[src/rtl/bullcow_display_if.sv]
// -----------------------------------------------------------------------------
// bullcow_display_if
// Interface carrying the Bulls & Cows game FSM outputs that the display stage
// presents.
//   game_state      : game FSM state (000 J1_SETUP, 001 J2_SETUP, 010 J1_GUESS,
//                     011 J2_GUESS, 111 END_GAME)
//   guess_confirmed : level; a rising edge marks a new guess result
//   bull_count      : bulls of the last guess (0..4)
//   cow_count       : cows of the last guess (0..4)
//   J1_points       : player 1 score (0..255)
//   J2_points       : player 2 score (0..255)
// Modports: master = game FSM side (drives), slave = display side (reads).
// -----------------------------------------------------------------------------
interface bullcow_display_if;
  logic [2:0] game_state;
  logic       guess_confirmed;
  logic [2:0] bull_count;
  logic [2:0] cow_count;
  logic [7:0] J1_points;
  logic [7:0] J2_points;

  modport master (
    output game_state,
    output guess_confirmed,
    output bull_count,
    output cow_count,
    output J1_points,
    output J2_points
  );

  modport slave (
    input game_state,
    input guess_confirmed,
    input bull_count,
    input cow_count,
    input J1_points,
    input J2_points
  );
endinterface

[src/rtl/bullcow_display.sv]
// -----------------------------------------------------------------------------
// bullcow_display
// Presentation stage for the Bulls & Cows game. Drives an 8-digit multiplexed
// seven-segment display (active-low anodes and segments). Shows state prompts
// during play, a timed bull/cow result after each confirmed guess, and both
// scores once the game has ended. Digit 7 is the leftmost digit.
//
// Parameters:
//   REFRESH_DIV : cycles each digit stays lit before the scan advances (>= 2)
//   HOLD_CYCLES : cycles the bull/cow result stays on screen (>= 1)
// Ports:
//   clock     : system clock
//   reset     : synchronous, active-high
//   game      : game FSM outputs (slave modport of bullcow_display_if)
//   an        : digit enables, active-low, one-hot-low (registered)
//   dec_cat   : segments {dp,g,f,e,d,c,b,a}, active-low, dp always off
//               (registered together with an)
//   disp_mode : 00 STATE, 01 RESULT, 10 SCORE
// -----------------------------------------------------------------------------
module bullcow_display #(
  parameter int REFRESH_DIV = 100000,
  parameter int HOLD_CYCLES = 200000000
) (
  input  logic               clock,
  input  logic               reset,
  bullcow_display_if.slave   game,
  output logic [7:0]         an,
  output logic [7:0]         dec_cat,
  output logic [1:0]         disp_mode
);

  // Counter widths: hold spans 0..HOLD_CYCLES-1, refresh spans 0..REFRESH_DIV-1.
  localparam int HW = (HOLD_CYCLES > 1) ? $clog2(HOLD_CYCLES) : 1;
  localparam int RW = $clog2(REFRESH_DIV);

  localparam logic [HW-1:0] HOLD_MAX    = HW'(HOLD_CYCLES - 1);
  localparam logic [RW-1:0] REFRESH_MAX = RW'(REFRESH_DIV - 1);

  // Glyphs, bits 6..0 = g,f,e,d,c,b,a, active-low.
  localparam logic [6:0] SEG_J     = 7'h61;
  localparam logic [6:0] SEG_S     = 7'h12;
  localparam logic [6:0] SEG_E     = 7'h06;
  localparam logic [6:0] SEG_T     = 7'h07;
  localparam logic [6:0] SEG_G     = 7'h42;
  localparam logic [6:0] SEG_O     = 7'h40;
  localparam logic [6:0] SEG_B     = 7'h03;
  localparam logic [6:0] SEG_C     = 7'h27;
  localparam logic [6:0] SEG_DASH  = 7'h3F;
  localparam logic [6:0] SEG_BLANK = 7'h7F;

  localparam logic [2:0] GS_J1_SETUP = 3'b000;
  localparam logic [2:0] GS_J2_SETUP = 3'b001;
  localparam logic [2:0] GS_J1_GUESS = 3'b010;
  localparam logic [2:0] GS_J2_GUESS = 3'b011;
  localparam logic [2:0] GS_END_GAME = 3'b111;

  typedef enum logic [1:0] {
    MODE_STATE  = 2'b00,
    MODE_RESULT = 2'b01,
    MODE_SCORE  = 2'b10
  } mode_e;

  // Decimal digit to glyph; anything outside 0..9 shows a dash.
  function automatic logic [6:0] digit_seg(input logic [3:0] v);
    logic [6:0] s;
    case (v)
      4'd0:    s = 7'h40;
      4'd1:    s = 7'h79;
      4'd2:    s = 7'h24;
      4'd3:    s = 7'h30;
      4'd4:    s = 7'h19;
      4'd5:    s = 7'h12;
      4'd6:    s = 7'h02;
      4'd7:    s = 7'h78;
      4'd8:    s = 7'h00;
      4'd9:    s = 7'h10;
      default: s = SEG_DASH;
    endcase
    return s;
  endfunction

  // 8-bit binary to three BCD digits {hundreds, tens, units} (double dabble).
  function automatic logic [11:0] to_bcd(input logic [7:0] bin);
    logic [19:0] sr;
    sr = {12'd0, bin};
    for (int i = 0; i < 8; i++) begin
      if (sr[11:8]  >= 4'd5) sr[11:8]  = sr[11:8]  + 4'd3;
      if (sr[15:12] >= 4'd5) sr[15:12] = sr[15:12] + 4'd3;
      if (sr[19:16] >= 4'd5) sr[19:16] = sr[19:16] + 4'd3;
      sr = sr << 1;
    end
    return sr[19:8];
  endfunction

  // ---------------------------------------------------------------------------
  // Mode FSM
  // ---------------------------------------------------------------------------
  mode_e         mode_q, mode_d;
  logic [HW-1:0] hold_q, hold_d;
  logic          gc_prev_q;
  logic          gc_rise;

  // gc_prev clears on reset, so a level already high on the first free-running
  // cycle is treated as a fresh guess.
  assign gc_rise = game.guess_confirmed & ~gc_prev_q;

  // State register
  always_ff @(posedge clock) begin
    if (reset) begin
      mode_q    <= MODE_STATE;
      hold_q    <= '0;
      gc_prev_q <= 1'b0;
    end else begin
      mode_q    <= mode_d;
      hold_q    <= hold_d;
      gc_prev_q <= game.guess_confirmed;
    end
  end

  // Next-state logic, priority top-down. The hold is loaded with
  // HOLD_CYCLES-1 and RESULT exits on the cycle it reads zero, so RESULT is
  // visible for exactly HOLD_CYCLES cycles.
  always_comb begin
    mode_d = mode_q;
    hold_d = hold_q;
    if (game.game_state == GS_END_GAME) begin
      mode_d = MODE_SCORE;
      hold_d = '0;
    end else if (gc_rise) begin
      mode_d = MODE_RESULT;
      hold_d = HOLD_MAX;
    end else if (mode_q == MODE_RESULT && hold_q == '0) begin
      mode_d = MODE_STATE;
    end else if (mode_q == MODE_RESULT) begin
      hold_d = hold_q - HW'(1);
    end else if (mode_q == MODE_SCORE) begin
      mode_d = MODE_STATE;
    end
  end

  // Output logic: mode report and per-digit glyph contents.
  logic [6:0]  digit_glyph [8];
  logic [11:0] j1_bcd;
  logic [11:0] j2_bcd;

  assign j1_bcd = to_bcd(game.J1_points);
  assign j2_bcd = to_bcd(game.J2_points);

  always_comb begin
    disp_mode = mode_q;
    for (int i = 0; i < 8; i++) begin
      digit_glyph[i] = SEG_BLANK;
    end
    case (mode_q)
      MODE_STATE: begin
        case (game.game_state)
          GS_J1_SETUP, GS_J2_SETUP: begin
            digit_glyph[7] = SEG_J;
            digit_glyph[6] = (game.game_state == GS_J1_SETUP) ? digit_seg(4'd1)
                                                              : digit_seg(4'd2);
            digit_glyph[2] = SEG_S;
            digit_glyph[1] = SEG_E;
            digit_glyph[0] = SEG_T;
          end
          GS_J1_GUESS, GS_J2_GUESS: begin
            digit_glyph[7] = SEG_J;
            digit_glyph[6] = (game.game_state == GS_J1_GUESS) ? digit_seg(4'd1)
                                                              : digit_seg(4'd2);
            digit_glyph[1] = SEG_G;
            digit_glyph[0] = SEG_O;
          end
          default: ;
        endcase
      end
      MODE_RESULT: begin
        // Counts are shown live, so a late count update is still displayed.
        digit_glyph[7] = SEG_B;
        digit_glyph[6] = digit_seg({1'b0, game.bull_count});
        digit_glyph[3] = SEG_C;
        digit_glyph[2] = digit_seg({1'b0, game.cow_count});
      end
      MODE_SCORE: begin
        digit_glyph[7] = digit_seg(j1_bcd[11:8]);
        digit_glyph[6] = digit_seg(j1_bcd[7:4]);
        digit_glyph[5] = digit_seg(j1_bcd[3:0]);
        digit_glyph[2] = digit_seg(j2_bcd[11:8]);
        digit_glyph[1] = digit_seg(j2_bcd[7:4]);
        digit_glyph[0] = digit_seg(j2_bcd[3:0]);
      end
      default: ;
    endcase
  end

  // ---------------------------------------------------------------------------
  // Scan: anode and segment registers are loaded from the same index on the
  // same edge, so a lit digit never shows a neighbour's segments.
  // ---------------------------------------------------------------------------
  logic [RW-1:0] refresh_q;
  logic [2:0]    idx_q;
  logic [7:0]    an_q;
  logic [7:0]    dec_cat_q;

  always_ff @(posedge clock) begin
    if (reset) begin
      refresh_q <= '0;
      idx_q     <= 3'd0;
      an_q      <= 8'hFF;
      dec_cat_q <= 8'hFF;
    end else begin
      an_q      <= ~(8'b1 << idx_q);
      dec_cat_q <= {1'b1, digit_glyph[idx_q]};
      if (refresh_q == REFRESH_MAX) begin
        refresh_q <= '0;
        idx_q     <= idx_q + 3'd1;
      end else begin
        refresh_q <= refresh_q + RW'(1);
      end
    end
  end

  assign an      = an_q;
  assign dec_cat = dec_cat_q;

endmodule

[src/flat_wrapper.sv]
// flat-port wrapper written by rule: the top's interface ports become plain ports
module bullcow_display_flat 
#(
  parameter int REFRESH_DIV = 100000,
  parameter int HOLD_CYCLES = 200000000
)
  (clock, reset, an, dec_cat, disp_mode, game_game_state, game_guess_confirmed, game_bull_count, game_cow_count, game_J1_points, game_J2_points);
  bullcow_display_if game_i ();
  input  logic clock;
  input  logic reset;
  output logic [7:0] an;
  output logic [7:0] dec_cat;
  output logic [1:0] disp_mode;
  input wire logic [$bits(game_i.game_state)-1:0] game_game_state;
  input wire logic [$bits(game_i.guess_confirmed)-1:0] game_guess_confirmed;
  input wire logic [$bits(game_i.bull_count)-1:0] game_bull_count;
  input wire logic [$bits(game_i.cow_count)-1:0] game_cow_count;
  input wire logic [$bits(game_i.J1_points)-1:0] game_J1_points;
  input wire logic [$bits(game_i.J2_points)-1:0] game_J2_points;
  assign game_i.game_state = game_game_state;
  assign game_i.guess_confirmed = game_guess_confirmed;
  assign game_i.bull_count = game_bull_count;
  assign game_i.cow_count = game_cow_count;
  assign game_i.J1_points = game_J1_points;
  assign game_i.J2_points = game_J2_points;
  bullcow_display #(.REFRESH_DIV(REFRESH_DIV), .HOLD_CYCLES(HOLD_CYCLES)) u_core (.clock(clock), .reset(reset), .game(game_i), .an(an), .dec_cat(dec_cat), .disp_mode(disp_mode));
endmodule
[config.mk]
export PLATFORM = sky130hd
export DESIGN_NAME = bullcow_display_flat
export DESIGN_NICKNAME = d
export VERILOG_FILES = /design/src/rtl/bullcow_display_if.sv /design/src/rtl/bullcow_display.sv /design/src/flat_wrapper.sv
export SDC_FILE = /design/constraint.sdc
export NUM_CORES = 1
export LEC_CHECK = 0
export ABC_AREA = 1
export BUFFER_PORTS_ARGS = -buffer_cell sky130_fd_sc_hd__clkbuf_2
export CORE_MARGIN = 5
export CORE_UTILIZATION = 50
export CTS_BUF_LIST = sky130_fd_sc_hd__clkbuf_16
export DETAILED_ROUTE_END_ITERATION = 7
export PLACE_DENSITY_LB_ADDON = 0.3
export SLEW_MARGIN = 20
export SYNTH_ARGS = -nofsm -noshare
export SYNTH_HDL_FRONTEND = slang
export SYNTH_SLANG_ARGS = --single-unit
[constraint.sdc]
create_clock -name clock -period 5 [get_ports clock]
set_input_delay 0.25 -clock clock [delete_from_list [all_inputs] [get_ports clock]]
set_output_delay 0.25 -clock clock [all_outputs]
set_load 0.01 [all_outputs]
Word level (Yosys, flattened, before mapping)
Memories as Yosys holds them, arrays and structs flattened.
Cells that the tools add are included.
{ "totals": {"register_bits": 67, "rom_bits": 784, "elab_cells": 183, "n_memories": 8} }
{ "mem_list": {"columns": ["memory", "words", "width", "rd", "rd_ports_with_merged_regs", "wr", "line_no", "text"], "rows": [
  ["(no name shown)", 16, 7, 1, 0, 0, "bullcow_display.sv:66", "case (v)"],
  ["(no name shown)", 16, 7, 1, 0, 0, "bullcow_display.sv:66", null],
  ["(no name shown)", 16, 7, 1, 0, 0, "bullcow_display.sv:66", null],
  ["(no name shown)", 16, 7, 1, 0, 0, "bullcow_display.sv:66", null],
  ["(no name shown)", 16, 7, 1, 0, 0, "bullcow_display.sv:66", null],
  ["(no name shown)", 16, 7, 1, 0, 0, "bullcow_display.sv:66", null],
  ["2 more memories", null, null, null, null, null, null, null]
]} }
{ "op_classes": {"add_sub_neg": 39, "magnitude_cmp": 37, "n_eq_ne": 10, "shifts": 1, "mux": 57, "bitwise_logic": 5, "reduce_logical": 16} }
{ "op_table": {"columns": ["operator", "count"], "rows": [
  ["$ge A4 B3 Y1 const B", 30],
  ["$mux W4", 26],
  ["$add A4 B2 Y4 const B", 22],
  ["$mux W28", 3],
  ["$pmux W14 S2", 3],
  ["$mux W7", 7],
  ["$pmux W14 S3", 1],
  ["$mux W3", 10],
  ["$logic_not A28 Y1", 1],
  ["$sub A28 B1 Y28 const B", 1],
  ["$add A3 B2 Y3 const B", 8],
  ["$bmux W7 S3", 1],
  ["$pmux W7 S3", 1],
  ["$add A1 B2 Y3 const B", 6],
  ["$ge A1 B3 Y1 const B", 6],
  ["$add A17 B1 Y17 const B", 1],
  ["$eq A17 B17 Y1 const B", 1],
  ["$mux W2", 5],
  ["$not A8 Y8", 1],
  ["$reduce_and A2 Y1", 4],
  ["$reduce_or A2 Y1", 4],
  ["$shl A1 B3 Y8 const A", 1],
  ["$eq A3 B2 Y1 const B", 2],
  ["$ge A4 B4 Y1 const B", 1],
  ["18 further kinds", 19]
]} }

Longest topological paths before layout
An unclocked memory read counts as a cell.
{ "logic_depth": {"depth_word": 19, "mapped_depth": 46} }

Least setup slack after synthesis
No wires, ideal clock.
{ "synth_path": {"path_kind": "input -> register", "from": "input port game_J1_points[5]", "to": "register u_core.dec_cat_q[3], in the netlist u_core.dec_cat[3]", "setup_ns": 0.117, "t_arrival_ns": 4.716, "slack_ns": 0.167, "path_stages": 42, "n_path_buf": 0, "cell_sequence": "inv_1 > ha_1 > inv_1 > ha_1 > inv_2 > nand2_2 > nand2_1 > nand2_2 > ha_1 > inv_1 > or2_1 > nand3_2 > nand2_4 > nand2_1 > nand2_2 > ha_1 > or2_2 > nand3_4 > [6 not listed] > inv_1 > nand3_1 > nand2_1 > inv_1 > ha_1 > nand3b_2 > nand4_1 > nand2_2 > ha_1 > nand3_1 > nand2_1 > nand2_1 > nand3_1 > nand2_1 > nand2_1 > nand2_1 > a21oi_1 > nand2_1"} }
{ "synth_between": {"elab_chain_cells": 15} }
{ "synth_rtl": {"columns": ["element", "line_no", "text"], "rows": [
  ["start: declaration", "flat_wrapper.sv:18", "input wire logic [$bits(game_i.J1_points)-1:0] game_J1_points;"],
  ["$add A4 B2 Y4 / $ge A4 B3 Y1 (equally long branches)", "bullcow_display.sv:87", "if (sr[11:8] >= 4'd5) sr[11:8] = sr[11:8] + 4'd3;"],
  ["$mux W4 (*)", "bullcow_display.sv:87", null],
  ["$add A4 B2 Y4 (tied with other cells)", "bullcow_display.sv:87", null],
  ["$mux W4, on equally long branches", "bullcow_display.sv:87, bullcow_display.sv:88", null],
  ["$add A4 B2 Y4 (tied with other cells)", "bullcow_display.sv:87", null],
  ["$mux W4 (tied with other cells)", "bullcow_display.sv:87", null],
  ["$add A4 B2 Y4 (tied with other cells)", "bullcow_display.sv:87", null],
  ["$mux W4 (tied with other cells)", "bullcow_display.sv:87", null],
  ["$add A4 B2 Y4 (tied with other cells)", "bullcow_display.sv:88", "if (sr[15:12] >= 4'd5) sr[15:12] = sr[15:12] + 4'd3;"],
  ["$mux W4 (tied with other cells)", "bullcow_display.sv:88", null],
  ["$mem_v2 Z16 W7", null, null],
  ["$pmux W14 S3 / $mux W7 (equally long branches)", "bullcow_display.sv:154", "case (mode_q)"],
  ["$bmux W7 S3 (*)", "bullcow_display.sv:211", "dec_cat_q <= {1'b1, digit_glyph[idx_q]};"],
  ["$mux W7 (not written as such) (*) (2 in a row)", "bullcow_display.sv:211", null],
  ["end signal: assignment", "bullcow_display.sv:211", null],
  ["end: declaration", "bullcow_display.sv:201", "logic [7:0] dec_cat_q;"]
]} }
Mark *: on every way between the ends. The rest lies on a longest branch, timed or not. The select of a mux whose other input is x is not followed.
A chain may end at the register's enable or synchronous reset.

Worst setup path after layout
{ "layout_path": {"from": "input port game_J1_points[5]", "to": "register u_core.dec_cat_q[1], in the netlist u_core.dec_cat[1]"} }
Same word-level chain as after synthesis.

==> flow_summary.toml <==
[critical_path]
cp_top_family = "simple AND/OR/NAND/NOR gates"
crit_top_cell = "nand2_1"
critPathBufInv = 11
r2r_start = "u_core.disp_mode[0]$_SDFFE_PP0P_"
critical_path_required_ns = 5.22
endpoint_kind = "flip-flop"
cp_slowest_stage_delay_ns = 0.31
rr_worst_depth = 5
cp-start-kind = "input port"
crit_slowest_cell = "or2_2"
worstSetupPathType = "input port to flip-flop"
r2r-end = "u_core.hold_q[1]$_SDFFE_PP0P_"
worstPathArrival_ns = 4.81
r2r_slack_ns = 2.12
cp_max_fo = 4

[sta]
tns_ns = 0
skew_ns = 0.00610
hold_violations = 0
drv_slew = 0
fmax_ghz = 0.218
finalSetupViolCount = 0
slew_headroom = 0.319
fin_crit_sh = 0.918
min_period_ns = 4.59
tightest_slew_ns = 1.02
holdWs_ns = 0.136

[global_route]
grt_max_degree = 19
grt_pass1_wl_um = 25300
grt_antenna_before_repair = 0
gr-usage-all-layers = 0.202
grt-ovfl-total = 0
grt_pass1_vias = 5990

[floorplanning]
rows = 40
start_util = 0.514
io_pins = 46
die-area_sq_um = 14800
die_h_um = 122
core-area_sq_um = 12100
die_w_um = 122

[finish]
nets = 1146
final_common_cell = "nand2_1"
fin_util = 0.582
antennaDiodeCount = 0
mostFrequentLayoutCells = "nand2_1, inv_1, nor2_1, nand3_1, dfxtp_1"
drive_above_1_share = 0.169
fin_area_sq_um = 7050
syn2layout_area_growth_pct = 13.1

[power_and_ir_drop]
fin_total_pwr_mw = 2.34
powerDensity_nw_per_um2 = 332
max-vdd-ir-drop_v = 0.000180
power_leakage_nw = 3.56

[synth]
synth_top_cell_by_area = "dfxtp_1"
synth.top_cell.area_share = 0.212
syn_inst = 1025
synthTopCellsByArea = "dfxtp_1, nand2_1, ha_1, inv_1, nand3_1"
synth_cell_types = 46
avgSynthCellArea_sq_um = 6.08
syn_area_sq_um = 6230
yosys_register_bits = 66
syn_nets = 1096
ys_warn_count = 0
seq_area_frac_synth = 0.212

[clock_network]
clockBufferDepth = 2
cts_buffers = 9
cts_tree = "done"
htreeDepth = 3
root_buffer = "clkbuf_16"
holdBufCountCts = 0
clock_sinks = 66
worstSkewPairLatency_ns = 0.33
cts.clk_slew.worst_paths_ns = 0.05

[status]
status = "finished clean"

[placement]
port_buffers = 44
postPlaceCellArea_sq_um = 6660
hpwl_um = 11400
place_congestion = 0.905

[drt]
vias = 6387
routedWlPerCell_um = 11.6
drt-pass1-iter-count = 5
ant_nets = 0
drc_errors = 0
wl_um = 14500
wl_met3_um = 511
top_layer = "met4"
vias_per_cell = 5.12
wl_met2_um = 6900
first_iter_violations = 341
wl_met1_um = 6840

[hold_path]
whs_endpoint = "u_core.gc_prev_q$_SDFF_PP0_"
hold_path.class = "input port to flip-flop"
hold_start = "game_guess_confirmed"
hold_depth = 3

[flow_run]
maxCapViolations = 0
[logic make-up after synthesis]
group           share of synthesized area
simple gates                        0.433
flops                               0.212
buf+inv                             0.106
other cells                      0.000602
fa+ha+maj                          0.0864
compound gates                      0.145
xor+xnor                           0.0169
[sequential cells by signal, indices dropped and copies added (netlist names)]
register,cells
u_core.dec_cat,7
u_core.hold_q,28
u_core.idx_q,3
u_core.gc_prev_q,1
u_core.an,8
u_core.refresh_q,17
u_core.disp_mode,2
[layout make-up]
cell class	instances	area, sq um
flip-flops and latches	66	1320
inverters	158	593
clock inverters	6	58.8
multi-input cells	786	4340
repair buffers	54	295
clock buffers	9	225
well taps	168	210
fillers	1237	5060
[cells in the mapped netlist, drive strengths merged]
cell type  instances
a211oi             1
a21oi             55
a221oi             5
a311oi             1
a31oi             11
and3               1
buf                5
clkbuf            10
clkinv             4
conb               1
dfxtp             66
ha                43
inv              154
nand2            302
nand3            112
nand3b             7
nand4             13
nor2             102
nor3              15
nor3b              4
nor4               5
o2111ai            1
o211ai             6
o21a               4
o21ai             68
o21bai             2
o221ai             1
o31ai              1
or2               13
xnor2              1
xor2              11
[stage by stage]
step	setup slack (ns)	std cells
detailed placement	-0.162	1231
finish	0.408	1247
floorplan	0.167	1025
global placement	0.0118	1231
CTS	0.177	1246
global route	-0.00335	1247
[how the worst max path moves through the flow]
stage,startpoint,to,depth (start not counted)
after floorplan,game_J1_points[5],u_core.dec_cat[3]$_SDFF_PP1_,42
after global placement,game_J1_points[5],u_core.dec_cat[3]$_SDFF_PP1_,43
after detailed placement,game_J1_points[5],u_core.dec_cat[3]$_SDFF_PP1_,43
after CTS,game_J1_points[5],u_core.dec_cat[3]$_SDFF_PP1_,43
after global routing,game_J1_points[5],u_core.dec_cat[3]$_SDFF_PP1_,46
final,game_J1_points[5],u_core.dec_cat[1]$_SDFF_PP1_,45
[what timing repair did]
| action | CTS | global route |
|---|---|---|
| resized for setup | 0 | 25 |
| buffers inserted | 0 | 1 |
| endpoints found under the setup margin | 0 | 7 |
| hold endpoints to repair | 0 | 0 |
[metal layers]
metal,vias up,global-route usage
li1,3425,-
met1,2822,0.255
met2,117,0.352
met3,23,0.0330
met4,0,0.0630
met5,-,0
[power by group]
group,internal [mW],switching [mW]
logic,0.396,0.765
registers,0.552,0.0212
clock network,0.379,0.224
total,1.33,1.01
[worst register-to-register path, stage by stage, from the launching register on]
cell,delay [ns]
dfxtp_1,0.45
inv_1,0.09
nor2_1,0.65
nand2_1,0.43
nor2_1,0.88
a221oi_1,0.21
Note: power is estimated with default switching activity, not from simulation.
